===== src/rtl/traffic_sensor_conditioner_pkg.sv =====
// Shared timing defaults and counter-width helper for the vehicle-loop sensor conditioner.
package traffic_sensor_conditioner_pkg;

  localparam int DB_CYCLES_DEF   = 4;
  localparam int HOLD_CYCLES_DEF = 8;

  // Counter width for a range 0..n, never narrower than one bit (HOLD_CYCLES may be 0).
  function automatic int cnt_width(input int n);
    int w;
    w = $clog2(n + 1);
    return (w < 1) ? 1 : w;
  endfunction

endpackage


===== src/rtl/sensor_channel.sv =====
// One loop-sensor channel: 2-FF synchroniser, counter debouncer, presence-hold stretcher
// and rising-edge detect pulse.
module sensor_channel
  import traffic_sensor_conditioner_pkg::*;
#(
  parameter int DB_CYCLES   = DB_CYCLES_DEF,
  parameter int HOLD_CYCLES = HOLD_CYCLES_DEF
) (
  input  logic clk,
  input  logic reset_n,
  input  logic raw_i,
  input  logic en_i,
  output logic s_o,
  output logic det_o
);

  localparam int CW = cnt_width(DB_CYCLES);
  localparam int HW = cnt_width(HOLD_CYCLES);

  logic          s1_q, s2_q;
  logic          deb_q, deb_d;
  logic [CW-1:0] cnt_q, cnt_d;
  logic [HW-1:0] hold_q, hold_d;
  logic          sdly_q, sdly_d;

  // Outputs depend on registers only, so raw inputs never reach Sa/Sb combinationally.
  assign s_o   = deb_q | (hold_q != '0);
  assign det_o = s_o & ~sdly_q;

  always_comb begin
    deb_d  = deb_q;
    cnt_d  = '0;
    hold_d = hold_q;
    sdly_d = s_o;
    if (!en_i) begin
      deb_d  = 1'b0;
      hold_d = '0;
      sdly_d = 1'b0;
    end else begin
      if (s2_q != deb_q) begin
        if (cnt_q == CW'(DB_CYCLES - 1)) begin
          deb_d = s2_q;
        end else begin
          cnt_d = cnt_q + CW'(1);
        end
      end
      // Hold is armed on the falling edge of the debounced level and cleared while present.
      if (deb_q && !deb_d) begin
        hold_d = HW'(HOLD_CYCLES);
      end else if (deb_q) begin
        hold_d = '0;
      end else if (hold_q != '0) begin
        hold_d = hold_q - HW'(1);
      end
    end
  end

  always_ff @(posedge clk or negedge reset_n) begin
    if (!reset_n) begin
      s1_q   <= 1'b0;
      s2_q   <= 1'b0;
      deb_q  <= 1'b0;
      cnt_q  <= '0;
      hold_q <= '0;
      sdly_q <= 1'b0;
    end else begin
      s1_q   <= raw_i;
      s2_q   <= s1_q;
      deb_q  <= deb_d;
      cnt_q  <= cnt_d;
      hold_q <= hold_d;
      sdly_q <= sdly_d;
    end
  end

endmodule


===== src/rtl/traffic_sensor_conditioner.sv =====
// Conditions the road A and road B loop sensors for the traffic light controller;
// two independent sensor_channel instances sharing clock, reset and enable.
module traffic_sensor_conditioner
  import traffic_sensor_conditioner_pkg::*;
#(
  parameter int DB_CYCLES   = DB_CYCLES_DEF,
  parameter int HOLD_CYCLES = HOLD_CYCLES_DEF
) (
  input  logic clk,
  input  logic reset_n,
  input  logic sa_raw,
  input  logic sb_raw,
  input  logic sensor_en,
  output logic Sa,
  output logic Sb,
  output logic det_a,
  output logic det_b
);

  sensor_channel #(
    .DB_CYCLES  (DB_CYCLES),
    .HOLD_CYCLES(HOLD_CYCLES)
  ) u_chan_a (
    .clk    (clk),
    .reset_n(reset_n),
    .raw_i  (sa_raw),
    .en_i   (sensor_en),
    .s_o    (Sa),
    .det_o  (det_a)
  );

  sensor_channel #(
    .DB_CYCLES  (DB_CYCLES),
    .HOLD_CYCLES(HOLD_CYCLES)
  ) u_chan_b (
    .clk    (clk),
    .reset_n(reset_n),
    .raw_i  (sb_raw),
    .en_i   (sensor_en),
    .s_o    (Sb),
    .det_o  (det_b)
  );

endmodule


===== config.mk =====
export PLATFORM = sky130hd
export DESIGN_NAME = traffic_sensor_conditioner
export DESIGN_NICKNAME = d
export VERILOG_FILES = /design/src/rtl/traffic_sensor_conditioner_pkg.sv /design/src/rtl/sensor_channel.sv /design/src/rtl/traffic_sensor_conditioner.sv
export SDC_FILE = /design/constraint.sdc
export NUM_CORES = 1
export LEC_CHECK = 0
export BUFFER_PORTS_ARGS = -buffer_cell sky130_fd_sc_hd__buf_2
export CORE_ASPECT_RATIO = 1.2
export CORE_MARGIN = 10
export CORE_UTILIZATION = 34
export DETAILED_ROUTE_END_ITERATION = 6
export GPL_TIMING_DRIVEN = 1
export SLEW_MARGIN = 20
export SYNTH_ARGS = -nofsm -noshare
export SYNTH_HDL_FRONTEND = slang
export SYNTH_SLANG_ARGS = --single-unit

===== constraint.sdc =====
create_clock -name clk -period 2.35 [get_ports clk]
set_input_delay 0.235 -clock clk [delete_from_list [all_inputs] [get_ports clk]]
set_output_delay 0.235 -clock clk [all_outputs]
set_load 0.01 [all_outputs]

# After elaboration in Yosys (flattened, before gate mapping)
# Cells that the tools add are included.
# totals
reg_bits	22
in_bits	5
word_cells	58
# op_classes
add_sub_neg	4
eq_ne	6
n_mux	24
bitwise	6
reduce_logical	6
# op_table
op	n
$mux W4	8
$mux W3	6
$mux W1	10
$ne A4 B1 Y1 const B	2
$reduce_bool A4 Y1	2
$sub A4 B1 Y4 const B	2
$add A3 B1 Y3 const B	2
$eq A3 B2 Y1 const B	2
$and A1 B1 Y1	2
$logic_and A1 B1 Y1	2
$logic_not A1 Y1	2
$ne A1 B1 Y1	2
$not A1 Y1	2
$or A1 B1 Y1	2

# Longest topological paths before layout
# depth
depth_word	8
mapped_depth	5
ltp_nobuf	5

# Cells and area by module
# A second synthesis with hierarchy kept.
# hier_totals
cells_unflattened	86
area_unflattened_um2	988.4
# modules_own_cells
module	n_inst	cells_each	area_per_inst_um2	seq_area_each_um2
sensor_channel	2	43	494.2	275.3

# Worst setup path before layout
# No wires, ideal clock.
# synth_timing
path_kind	register to output
from	reg u_chan_b.hold_q[0]
to	out Sb
t_arrival_ns	1.218
setup_slack_ns	0.897
stages_incl_launch_ff	6
path_cell_list	dfrtp_1 -> inv_1 -> ha_1 -> or3b_4 -> nor2_2 -> inv_1
# synth_between
elab_chain_cells	2
# synth_lines
element	line	source
from (decl)	sensor_channel.sv:23	logic [HW-1:0] hold_q, hold_d;
from (signal assigned)	sensor_channel.sv:71	hold_q <= hold_d;
$reduce_bool A4 Y1	sensor_channel.sv:27	assign s_o = deb_q | (hold_q != '0);
$or A1 B1 Y1	sensor_channel.sv:27	
to (decl)	traffic_sensor_conditioner.sv:15	output logic Sb,
# Every way passes these cells.

# Worst setup path after layout
# layout_timing
from	reg u_chan_b.hold_q[0]
to	out det_b
# layout_between
elab_chain_cells	3
# layout_lines
element	line	source
$reduce_bool A4 Y1	sensor_channel.sv:27	
$or A1 B1 Y1	sensor_channel.sv:27	
$and A1 B1 Y1	sensor_channel.sv:28	assign det_o = s_o & ~sdly_q;
to (decl)	traffic_sensor_conditioner.sv:17	output logic det_b
# Every way passes these cells.

==> impl_metrics.env <==
export IMPL_drt_iter0_markers=37
export IMPL_numPortBuffers=8
export IMPL_p_per_area_nw_per_um2=1039
export IMPL_io_pins=9
export IMPL_clk_path_buf_depth=2
export IMPL_gr_total_overflow=0
export IMPL_vdd_ir_drop_max_uv=544.5
export IMPL_syn_cell_area_um2=983.4
export IMPL_post_route_drc_count=0
export IMPL_die_area_um2=5453
export IMPL_period_share=0.8367
export IMPL_dr_pass1_iters=4
export IMPL_clkSinkCount=22
export IMPL_numCtsBuffers=3
export IMPL_synth_top_flop_cell="dfrtp_1"
export IMPL_syn_num_nets=96
export IMPL_rows=21
export IMPL_num_vias=612
export IMPL_coreArea_um2=2785
export IMPL_synth_most_common_cell="dfrtp_1"
export IMPL_path_class="flip-flop to primary output"
export IMPL_worst_path_max_fanout=4
export IMPL_fmax_ghz=0.5086
export IMPL_rsz0062_at_grt="no"
export IMPL_area_growth_pct=14.63
export IMPL_timing_final_max_slew_violations=0
export IMPL_setup_viol=0
export IMPL_worst_setup_path_end_kind="primary output"
export IMPL_final_antenna_net_count=0
export IMPL_chipHeight_um=78.92
export IMPL_hpwl_um=1114
export IMPL_ys_seq_area_frac=0.5598
export IMPL_wirelength_um=1521
export IMPL_arrival_ns=1.73
export IMPL_drive_above_1_share=0.1683
export IMPL_fp_dieW_um=69.10
export IMPL_h_tree_depth=1
export IMPL_layout_nets=111
export IMPL_max_slew_margin=0.6786
export IMPL_cap_violations=0
export IMPL_ys_ff_latch=22
export IMPL_outcome="completed"
export IMPL_cts_resized_gates=0
export IMPL_cts_tree="done"
export IMPL_routabilityCongestion=0.7568
export IMPL_yosysUniqueCellTypes=25
export IMPL_path_clk_slew_ns=0.12
export IMPL_avgRoutedWirePerCell_um=11.27
export IMPL_start_util=0.3531
export IMPL_grt_pass1_vias=645
export IMPL_synthTopCellsByArea="dfrtp_1, ha_1, nor2_1"
export IMPL_synthTopCellsByCount="dfrtp_1, nor2_1, inv_1"
export IMPL_final_util=0.4048
export IMPL_antenna_found_initial=0
export IMPL_yosys_area_top_type="dfrtp_1"
export IMPL_grt_max_degree=23
export IMPL_synth_edff_count=0
export IMPL_postSynth_asyncResetShare=1.000
export IMPL_min_period_ns=1.966
export IMPL_fin_skew_ns=0.006628
export IMPL_grt_usage=0.06131
export IMPL_avgSynthCellArea_um2=11.30
export IMPL_cp_required_ns=2.12
export IMPL_hold_violations=0
export IMPL_vias_per_cell=4.533
export IMPL_ys_warn_count=0
export IMPL_worstSetupStartpointType="flip-flop"
export IMPL_clk_latency_ns=0.31
export IMPL_worst_slew_pin_slew_ns=0.4821
export IMPL_synth_top_area_share=0.5598
export IMPL_grt_pass1_wl_um=2746
export IMPL_leakage_nw=0.5565
export IMPL_n_antenna_cell=0
export IMPL_finalSetupTns_ns=0
export IMPL_hp_class="input port to flip-flop"
export IMPL_syn_inst=87
export IMPL_root_buffer="clkbuf_4"
## per-stage QoR
step           hold WS, ns  setup WS, ns  cell area, um2  std cells  power (mW)
2_1_floorplan     -0.06059        0.8969           983.4         87      0.8564
3_3_place_gp        0.2289        0.7807            1061        128      0.9650
3_5_place_dp        0.2302        0.7240            1061        128      0.9813
4_1_cts            0.01324        0.3571            1107        133       1.194
5_1_grt             0.2560        0.2193            1127        135       1.285
6_report            0.2704        0.3837            1127        135       1.171
## timing repair
action / CTS / global route
endpoints found under the hold margin: 22 / 2
setup endpoints to repair: 0 / 0
hold buffers: 1 / 2
setup buffers: 0 / 0
## kinds of logic (layout without fill, tap and decap cells)
family	count (synthesis)	after routing	share of synthesized area
multiplexers	5	5	0.05216
AND/OR/NAND/NOR	38	38	0.2303
XOR/XNOR	4	4	0.03563
AO/OA/AOI/OAI	5	5	0.03562
flip-flops	22	22	0.5598
adder cells (fa/ha/maj)	4	4	0.05089
buffers and inverters	9	23	0.03562
## area by class of cell
class	instances	area, um2
clock buffers	4	36.28
fillers	285	1658
inverters	8	30.03
multi-input cells	56	397.9
flip-flops and latches	22	550.5
well taps	34	42.54
repair buffers	11	70.07
## routing by layer
layer  wire length (um)  track usage
met5                  0            0
met2                708      0.09707
met4                 26      0.03024
met3                 86      0.03358
met1                700      0.06512
## registers in the layout (all words and copies together) (netlist names)
register         cells
u_chan_a.cnt_q       3
u_chan_a.sdly_q      1
u_chan_a.deb_q       1
u_chan_b.deb_q       1
u_chan_a.s2_q        1
u_chan_b.cnt_q       3
u_chan_b.s2_q        1
u_chan_a.hold_q      4
u_chan_b.sdly_q      1
u_chan_a.s1_q        1
u_chan_b.hold_q      4
u_chan_b.s1_q        1
## final timing paths
check                                    from                  to  slack [ns]  cells after the start
setup / recovery           u_chan_b.hold_q[0]               det_b        0.38                      6
hold / removal                      sensor_en     u_chan_a.sdly_q        0.27                      2
setup reg to reg           u_chan_b.hold_q[0]  u_chan_b.hold_q[0]        0.92                      5
hold reg to reg                 u_chan_a.s1_q       u_chan_a.s2_q        0.37                      0
max in group asynchronous             reset_n  u_chan_a.hold_q[3]        1.62                      2
min in group asynchronous             reset_n      u_chan_b.deb_q        0.40                      2
## power by group
part           total, mW  switching [mW]  internal (mW)
Sequential         0.505          0.0571          0.448
Combinational      0.462           0.231          0.231
Clock              0.204           0.110         0.0946
Total               1.17           0.397          0.774
## worst max-delay path, stage by stage (launching register included)
cell,delay [ns]
dfrtp_1,0.42
inv_1,0.07
ha_1,0.20
or3b_4,0.43
nor2_2,0.13
nor2_1,0.05
buf_2,0.13
## placed cells by master (no fill, tap or decap), types with 3 or more instances in the layout
master	instances
inv_1	8
nor2b_1	4
buf_2	8
nand2b_1	5
clkbuf_4	3
nand3_1	3
dlygate4sd3_1	3
ha_1	4
mux2i_1	4
dfrtp_1	22
nand2_1	3
nor2_1	12
Note: power is estimated with default switching activity, not from simulation.
